[src/rtl/ram_operand_seq.sv]
// rtl/ram_operand_seq.sv - moves whole 256-bit operands in/out of an 8x32 word RAM
// Word k of the operand lives at RAM address k (address 0 = least-significant word).
`timescale 1ns/1ps
module ram_operand_seq #(
    parameter int WORD_W = 32,
    parameter int WORDS  = 8,
    parameter int ADDR_W = 3
) (
    input  logic                     clk,
    input  logic                     rst,
    input  logic                     start,
    input  logic                     op,
    input  logic [WORD_W*WORDS-1:0]  wr_data,
    output logic [WORD_W*WORDS-1:0]  rd_data,
    output logic                     busy,
    output logic                     done,
    output logic [ADDR_W-1:0]        ram_addr,
    output logic                     ram_we,
    output logic [WORD_W-1:0]        ram_din,
    input  logic [WORD_W-1:0]        ram_dout
);

    localparam int OP_W = WORD_W * WORDS;
    localparam logic [ADDR_W-1:0] LAST = ADDR_W'(WORDS - 1);

    localparam logic [2:0] S_IDLE     = 3'd0;
    localparam logic [2:0] S_WR       = 3'd1;
    localparam logic [2:0] S_RD       = 3'd2;
    localparam logic [2:0] S_RD_DRAIN = 3'd3;
    localparam logic [2:0] S_DONE     = 3'd4;

    logic [2:0]        state_q, state_d;
    logic [ADDR_W-1:0] cnt_q, cnt_d;
    logic [OP_W-1:0]   wr_buf_q, wr_buf_d;
    logic [OP_W-1:0]   rd_data_q, rd_data_d;
    logic [ADDR_W-1:0] addr_q, addr_d;
    logic              we_q, we_d;
    logic [WORD_W-1:0] din_q, din_d;
    logic              cap_en_q, cap_en_d;
    logic [ADDR_W-1:0] cap_idx_q, cap_idx_d;
    logic [ADDR_W-1:0] cnt_inc;

    assign cnt_inc = cnt_q + 1'b1;

    always_comb begin
        state_d   = state_q;
        cnt_d     = cnt_q;
        wr_buf_d  = wr_buf_q;
        rd_data_d = rd_data_q;
        addr_d    = addr_q;
        we_d      = 1'b0;
        din_d     = '0;
        cap_en_d  = 1'b0;
        cap_idx_d = cnt_q;

        // RAM output is registered, so each read word is captured one cycle after its address
        if (cap_en_q) begin
            rd_data_d[cap_idx_q*WORD_W +: WORD_W] = ram_dout;
        end

        case (state_q)
            S_IDLE, S_DONE: begin
                state_d = S_IDLE;
                cnt_d   = '0;
                if (start) begin
                    wr_buf_d = wr_data;
                    addr_d   = '0;
                    if (op) begin
                        state_d = S_WR;
                        we_d    = 1'b1;
                        din_d   = wr_data[WORD_W-1:0];
                    end else begin
                        state_d = S_RD;
                    end
                end
            end
            S_WR: begin
                if (cnt_q == LAST) begin
                    state_d = S_DONE;
                    cnt_d   = '0;
                end else begin
                    cnt_d  = cnt_inc;
                    addr_d = cnt_inc;
                    we_d   = 1'b1;
                    din_d  = wr_buf_q[cnt_inc*WORD_W +: WORD_W];
                end
            end
            S_RD: begin
                cap_en_d  = 1'b1;
                cap_idx_d = cnt_q;
                if (cnt_q == LAST) begin
                    state_d = S_RD_DRAIN;
                    cnt_d   = '0;
                end else begin
                    cnt_d  = cnt_inc;
                    addr_d = cnt_inc;
                end
            end
            S_RD_DRAIN: begin
                state_d = S_DONE;
            end
            default: begin
                state_d = S_IDLE;
                cnt_d   = '0;
            end
        endcase
    end

    always_ff @(posedge clk) begin
        if (rst) begin
            state_q   <= S_IDLE;
            cnt_q     <= '0;
            wr_buf_q  <= '0;
            rd_data_q <= '0;
            addr_q    <= '0;
            we_q      <= 1'b0;
            din_q     <= '0;
            cap_en_q  <= 1'b0;
            cap_idx_q <= '0;
        end else begin
            state_q   <= state_d;
            cnt_q     <= cnt_d;
            wr_buf_q  <= wr_buf_d;
            rd_data_q <= rd_data_d;
            addr_q    <= addr_d;
            we_q      <= we_d;
            din_q     <= din_d;
            cap_en_q  <= cap_en_d;
            cap_idx_q <= cap_idx_d;
        end
    end

    assign rd_data  = rd_data_q;
    assign ram_addr = addr_q;
    assign ram_we   = we_q;
    assign ram_din  = din_q;
    assign busy     = (state_q == S_WR) || (state_q == S_RD) || (state_q == S_RD_DRAIN);
    assign done     = (state_q == S_DONE);

endmodule

[config.mk]
export PLATFORM = sky130hd
export DESIGN_NAME = ram_operand_seq
export DESIGN_NICKNAME = d
export VERILOG_FILES = /design/src/rtl/ram_operand_seq.sv
export SDC_FILE = /design/constraint.sdc
export NUM_CORES = 1
export LEC_CHECK = 0
export ABC_AREA = 1
export CORE_AREA = 2 2 226 228
export CTS_BUF_LIST = sky130_fd_sc_hd__clkbuf_4 sky130_fd_sc_hd__clkbuf_8
export DETAILED_ROUTE_END_ITERATION = 8
export DIE_AREA = 0 0 228 230
export PLACE_DENSITY = 0.86
export RECOVER_POWER = 100
export SLEW_MARGIN = 5
export SYNTH_ARGS = -nofsm -noshare
export SYNTH_HDL_FRONTEND = slang
export SYNTH_SLANG_ARGS = --single-unit
[constraint.sdc]
create_clock -name clk -period 3.1 [get_ports clk]
set_input_delay 0.62 -clock clk [delete_from_list [all_inputs] [get_ports clk]]
set_output_delay 0.62 -clock clk [all_outputs]
set_load 0.02 [all_outputs]
==> impl_metrics.py, run 1 <==
metrics = {
    "route": {
        "drt.antenna.violating_nets": 0,
        "wl_per_cell_um": 19.42,
        "first_pass_iters": 6,
        "drc": 0,
        "avgViaCountPerCell": 5.336,
        "drt_iter0_drc": 2309,
        "wl_um": 84200,
        "num_vias": 23130,
    },
    "logic_synthesis": {
        "synth-seq-area-share": 0.4906,
        "netlist_instances": 3110,
        "avgSynthCellArea_um2": 7.321,
        "ys_seq_elements": 558,
        "synth_cell_types": 31,
        "syn_area_um2": 22770,
        "synth_nets": 3407,
        "yosysWarnings": 0,
    },
    "floorplanning": {
        "die_height_um": 230,
        "die_w_um": 228,
        "num_io_pins": 586,
        "rows": 82,
        "design.core.area_um2": 49860,
        "initial_utilization": 0.4566,
        "fp.dieArea_um2": 52440,
    },
    "critical_path": {
        "r2r_start": "cap_idx_q[0]",
        "worstSetupStartpointType": "flip-flop",
        "crit_fanout": 32,
        "endpoint_kind": "flip-flop",
        "critPathArrivalTime_ps": 3400,
        "critical_path.slowest_cell": "inv_2",
        "r2r_end": "rd_data[15]",
        "reg2regPathDepth": 10,
        "path_cells": "inv_6, ha_1, ha_1, inv_1, nand2_1, nor3_1, nand2_1, inv_2, nor2_1, nor3_1",
        "cp.required_ps": 3680,
        "slowest_delay_ps": 560,
        "crit_type": "flip-flop to flip-flop",
        "ff2ff_setup_slack_ps": 280,
    },
    "sta": {
        "slew_headroom": -0.4139,
        "tns_ps": 0,
        "drv_slew": 89,
        "rsz0062_at_grt": "false",
        "fmax_mhz": 354.6,
        "setup_violations": 0,
        "tightest_slew_ps": 2121,
        "finClkSkew_ps": 40.35,
        "finalHoldViolCount": 0,
        "fin_crit_sh": 0.9096,
        "setup_slack_ps": 280.2,
        "hold_slack_ps": 438.5,
        "period_minus_slack_ps": 2820,
    },
    "clocking": {
        "cts.sinks": 558,
        "cts_max_level": 3,
        "post_cts_buffers": 0,
        "root_buffer": "clkbuf_8",
        "clkLatencyLatePin_ps": 690,
        "hold_buffers": 0,
        "cts_buffers": 89,
        "cts_tree": "done",
        "clkTransAtPathRegs_ps": 60,
        "cts_buffer_depth": 3,
    },
    "power": {
        "p_total_mw": 17.40,
        "leakage_nw": 13.34,
        "ir_worst_vdd_mv": 0.4615,
        "powerDensity_nw_per_um2": 568.1,
    },
    "grt": {
        "antenna_found_initial": 18,
        "overflow": 0,
        "grt_max_degree": 151,
        "grt_use_total": 0.3081,
        "grt_pass1_wl_um": 125400,
        "grt_pass1_vias": 21720,
    },
    "outcome": {
        "outcome": "finished with violations",
        "violations": "max-capacitance violations, max-slew violations",
    },
    "final_layout": {
        "stdcell_area_um2": 30620,
        "drive_gt1_frac": 0.06782,
        "area_growth_pct": 34.49,
        "fin_nets": 3888,
    },
    "placed_design": {
        "io_buffers": 585,
        "post-place-ws_ps": 510.5,
        "globalplace.congestion": 0.9292,
        "dpl_cell_area_um2": 28830,
        "dp_hpwl_um": 58140,
    },
    "worst_hold_path": {
        "hold_depth": 2,
        "hold_end": "rd_data[178]",
        "min_path_type": "flip-flop to flip-flop",
        "min_from": "rd_data[178]",
    },
    "job": {
        "drv_cap": 1,
    },
}
==> per-stage QoR <==
stage               utilization  std cells
CTS                      0.6157       4329
detailed placement       0.5782       4172
global route             0.6139       4332
finish                   0.6141       4335
floorplan                     -       3110
global placement         0.5782       4172
==> worst max path at each step <==
stage | from | endpoint | slack [ps]
after floorplan | cap_idx_q[0] | rd_data[10] | 1130
after global placement | cap_idx_q[0] | rd_data[195] | 590
after detailed placement | cap_idx_q[0] | rd_data[199] | 510
after CTS | state_q[0] | done | 50
after global routing | cap_idx_q[0] | rd_data[114] | 110
final | cap_idx_q[0] | rd_data[15] | 280
==> state kept, by name, indices dropped and copies added (netlist names) <==
| name | count |
|---|---|
| state_q | 3 |
| rd_data | 256 |
| wr_buf_q | 256 |
| ram_din | 32 |
| cap_idx_d | 3 |
| cap_idx_q | 3 |
| cap_en_q | 1 |
| ram_addr | 3 |
| ram_we | 1 |
==> cells in the final DEF, fill, tap and decap left out, drive strengths merged, types with 3 or more instances in the layout <==
cell type / Yosys / layout
dfxtp: 558 / 558
clkinv: 1 / 5
nand4: 4 / 4
nor3: 40 / 40
diode: 0 / 6
nand2: 455 / 455
clkbuf: 116 / 153
buf: 119 / 34
clkdlybuf4s50: 0 / 290
o21ai: 432 / 432
ha: 5 / 5
nor2: 263 / 263
a31oi: 3 / 3
a21oi: 454 / 454
inv: 404 / 408
nand3: 250 / 250
dlygate4sd3: 0 / 293
clkinvlp: 0 / 3
or2: 5 / 5
==> area by class of cell <==
class / count / area, um^2
tap: 672 / 840.8
clock buffer: 145 / 1764
clock inverter: 12 / 106.4
timing repair buffer: 625 / 6256
sequential: 558 / 11170
inverter: 405 / 1535
fill: 4197 / 19240
multi-input combinational: 1912 / 8929
antenna: 6 / 15.01
==> synth_stat cells <==
library cell  instances  share of area
ha_1                  5         0.0027
dfxtp_1             558           0.49
nand3_2               2        0.00088
nand3_4               2         0.0015
nand3_1             246          0.054
inv_1               396          0.065
clkbuf_1            116          0.019
clkinv_1              1        0.00016
nor2_4                4         0.0020
or2_2                 5         0.0014
buf_6                10         0.0049
a21oi_1             454           0.10
nor2_2                3        0.00082
inv_2                 7         0.0012
buf_1                13         0.0021
o21ai_0             422          0.093
nor3_1               15         0.0033
nand4_1               1        0.00027
nand3b_1              1        0.00033
a31oi_1               3        0.00082
nand4_2               2         0.0011
nand4_4               1        0.00093
buf_2                85          0.019
nand2_2               4         0.0011
buf_4                11         0.0036
nor3_4                1        0.00071
nor2_1              256          0.042
o21ai_1              10         0.0022
nand2_1             451          0.074
nor3_2               24          0.011
inv_6                 1        0.00038
==> worst max-delay path, delay by kind of cell, from the launching register on <==
family / cells / cell delay, ps
buffers and inverters: 3 / 820
and+or+nand+nor: 5 / 830
DFF: 1 / 410
adders and majority gates: 2 / 640
==> routing by layer <==
| metal | share of wire | global-route usage |
|---|---|---|
| met1 | 0.36 | 0.3433 |
| met2 | 0.48 | 0.5310 |
| met5 | 0.0014 | 0 |
| met3 | 0.097 | 0.08147 |
| met4 | 0.057 | 0.1797 |
==> power by group <==
part           internal [mW]  switching, mW  leakage (nW)
Combinational           1.07           1.90          7.78
Sequential              7.68          0.143          4.56
Clock                   3.67           2.93         0.996
Total                   12.4           4.98          13.3
==> logic make-up (layout without fill, tap and decap cells) <==
family	Yosys count	count (layout)	synth area share
flops	558	558	0.4906
compound gates	889	889	0.1956
buf+inv	640	1187	0.1155
simple gates	1018	1018	0.1955
other cells	0	6	0
fa+ha+maj	5	5	0.002748
==> repair_timing <==
| action | 4_1_cts | 5_1_grt |
|---|---|---|
| endpoints found under the setup margin | 0 | 1 |
| endpoints found under the hold margin | 0 | 0 |
| gates resized for setup | 0 | 1 |
Note: power is estimated with default switching activity, not from simulation.
==> inputs of run 2 (changes only) <==
--- a/config.mk
+++ b/config.mk
@@ -6,11 +6,11 @@
 export NUM_CORES = 1
 export LEC_CHECK = 0
 export ABC_AREA = 1
-export CORE_AREA = 2 2 226 228
+export CORE_AREA = 2 2 230 232
 export CTS_BUF_LIST = sky130_fd_sc_hd__clkbuf_4 sky130_fd_sc_hd__clkbuf_8
 export DETAILED_ROUTE_END_ITERATION = 8
-export DIE_AREA = 0 0 228 230
-export PLACE_DENSITY = 0.86
+export DIE_AREA = 0 0 232 234
+export PLACE_DENSITY = 0.84
 export RECOVER_POWER = 100
 export SLEW_MARGIN = 5
 export SYNTH_ARGS = -nofsm -noshare
==> constraint.sdc (replaced) <==
create_clock -name clk -period 3.1 [get_ports clk]
set_input_delay 0.31 -clock clk [delete_from_list [all_inputs] [get_ports clk]]
set_output_delay 0.31 -clock clk [all_outputs]
set_load 0.02 [all_outputs]
==> run 2 against run 1 <==
The run still ends with max-capacitance violations, max-slew violations left. Setup slack lost 53 ps. Sequential power is essentially flat. Non-clock buffer count grew 1. Utilization shrank 2.4 points. Sequential share of layout area shrank 0.064 points. Routed wire length shrank 0.21%. Register-to-register slack is essentially flat. Clock-buffer cell count shrank 8. Largest cell class unchanged. Highest routed layer unchanged.
==> impl_metrics.py, run 2 (synthesis results as in run 1) <==
metrics = {
    "outcome": {
        "outcome": "finished with violations",
        "violations": "max-capacitance violations, max-slew violations",
    },
    "floorplanning": {
        "rows": 84,
        "fp.dieArea_um2": 54290,
        "die_w_um": 232,
        "num_io_pins": 586,
        "design.core.area_um2": 52020,
        "die_height_um": 234,
        "initial_utilization": 0.4376,
    },
    "worst_hold_path": {
        "min_path_type": "input port to flip-flop",
        "min_from": "wr_data[14]",
    },
    "grt": {
        "grt_use_total": 0.2957,
        "grt_pass1_vias": 20870,
        "antenna_found_initial": 13,
        "grt_pass1_wl_um": 122700,
        "overflow": 0,
        "grt_max_degree": 182,
    },
    "placed_design": {
        "dpl_cell_area_um2": 28860,
        "post-place-ws_ps": 500.8,
        "dp.cells": 4188,
        "io_buffers": 585,
        "globalplace.congestion": 0.9840,
        "dp_hpwl_um": 58740,
    },
    "sta": {
        "fmax_mhz": 348.1,
        "tns_ps": 0,
        "fin_crit_sh": 0.9267,
        "setup_slack_ps": 227.1,
        "drv_slew": 40,
        "rsz0062_at_grt": "false",
        "slew_headroom": -0.4313,
        "finalHoldViolCount": 0,
        "tightest_slew_ps": 2147,
        "finClkSkew_ps": 24.15,
        "period_minus_slack_ps": 2873,
        "setup_violations": 0,
    },
    "critical_path": {
        "crit_fanout": 50,
        "critPathArrivalTime_ps": 3410,
        "cp.required_ps": 3640,
        "crit_start": "rst",
        "crit_type": "input port to flip-flop",
        "ff2ff_setup_slack_ps": 290,
        "worstSetupStartpointType": "input port",
        "r2r_start": "cap_idx_q[0]",
        "endpoint_kind": "flip-flop",
    },
    "route": {
        "drt.antenna.violating_nets": 0,
        "drc": 0,
        "wl_per_cell_um": 19.31,
        "num_vias": 23100,
        "wl_um": 84030,
        "drt_iter0_drc": 2374,
        "first_pass_iters": 9,
        "avgViaCountPerCell": 5.307,
    },
    "clocking": {
        "clkTransAtPathRegs_ps": 60,
        "cts.sinks": 558,
        "clkLatencyLatePin_ps": 690,
        "root_buffer": "clkbuf_8",
        "cts_tree": "done",
        "cts-resized-gates": 0,
        "cts_buffer_depth": 3,
        "cts_buffers": 91,
        "cts_max_level": 3,
    },
    "final_layout": {
        "seqCellArea_um2": 11170,
        "instances_no_fill": 4352,
        "multi_input_area_um2": 8876,
        "fin_nets": 3891,
        "stdcell_area_um2": 30670,
        "fillers": 4611,
        "area_growth_pct": 34.73,
        "layout_commonest_cell": "dfxtp_1",
        "drive_gt1_frac": 0.06424,
        "postLayoutCoreUtil": 0.5896,
        "mostFrequentLayoutCells": "dfxtp_1, a21oi_1, nand2_1, o21ai_0, inv_1",
    },
    "power": {
        "powerDensity_nw_per_um2": 578.0,
        "leakage_nw": 13.35,
        "ir_worst_vdd_mv": 0.3623,
    },
    "job": {
        "drv_cap": 1,
    },
}
run 2: cell types whose count changed in the layout (fill, tap and decap cells not counted), sizes merged:
cell	previous run	this run
inv	408	407
buf	34	33
clkbuf	153	145
dlygate4sd3	293	295
bufinv	1	4
clkinvlp	3	5
clkinv	5	9
run 2: timing repair:
| item | in CTS | in global routing |
|---|---|---|
| buffers inserted | 0 | 0 |
| endpoints found under the setup margin | 0 | 0 |
| hold buffers | 1 | 0 |
| hold endpoints to repair | 3 | 0 |
run 2: worst paths after layout:
path,endpoint,cells after the start
hold / removal,ram_din[14],3
setup / recovery,rd_data[17],5
setup reg to reg,rd_data[92],7
hold reg to reg,rd_data[176],2
run 2: area by class of cell:
class | instances | area share
Clock inverter | 20 | 0.007995
Multi-Input combinational cell | 1912 | 0.2894
Timing Repair Buffer | 626 | 0.2036
Clock buffer | 137 | 0.05617
Inverter | 405 | 0.05005
Tap cell | 688 | 0.02806
Sequential cell | 558 | 0.3643
Antenna cell | 6 | 0.0004895
run 2: where the power goes:
part,total [mW],internal (mW),switching [mW]
combinational,2.96,1.07,1.89
clock,6.93,3.89,3.04
sequential,7.83,7.68,0.159
run 2: through the flow:
step	hold slack, ps	power [mW]
CTS	163.5	17.85
detailed placement	436.0	10.96
global route	206.0	18.44
finish	213.4	17.73
floorplan	420.0	9.781
global placement	431.4	10.90
run 2: critical path: stages:
cell,delay (ps)
dlygate4sd3_1,530
buf_4,140
clkbuf_1,1530
buf_4,710
nor3_1,140
run 2: layer usage:
metal,GRT usage,routed length (um)
met3,0.07016,8557
met4,0.1851,5327
met1,0.3469,30970
met5,0,41
met2,0.4887,39130
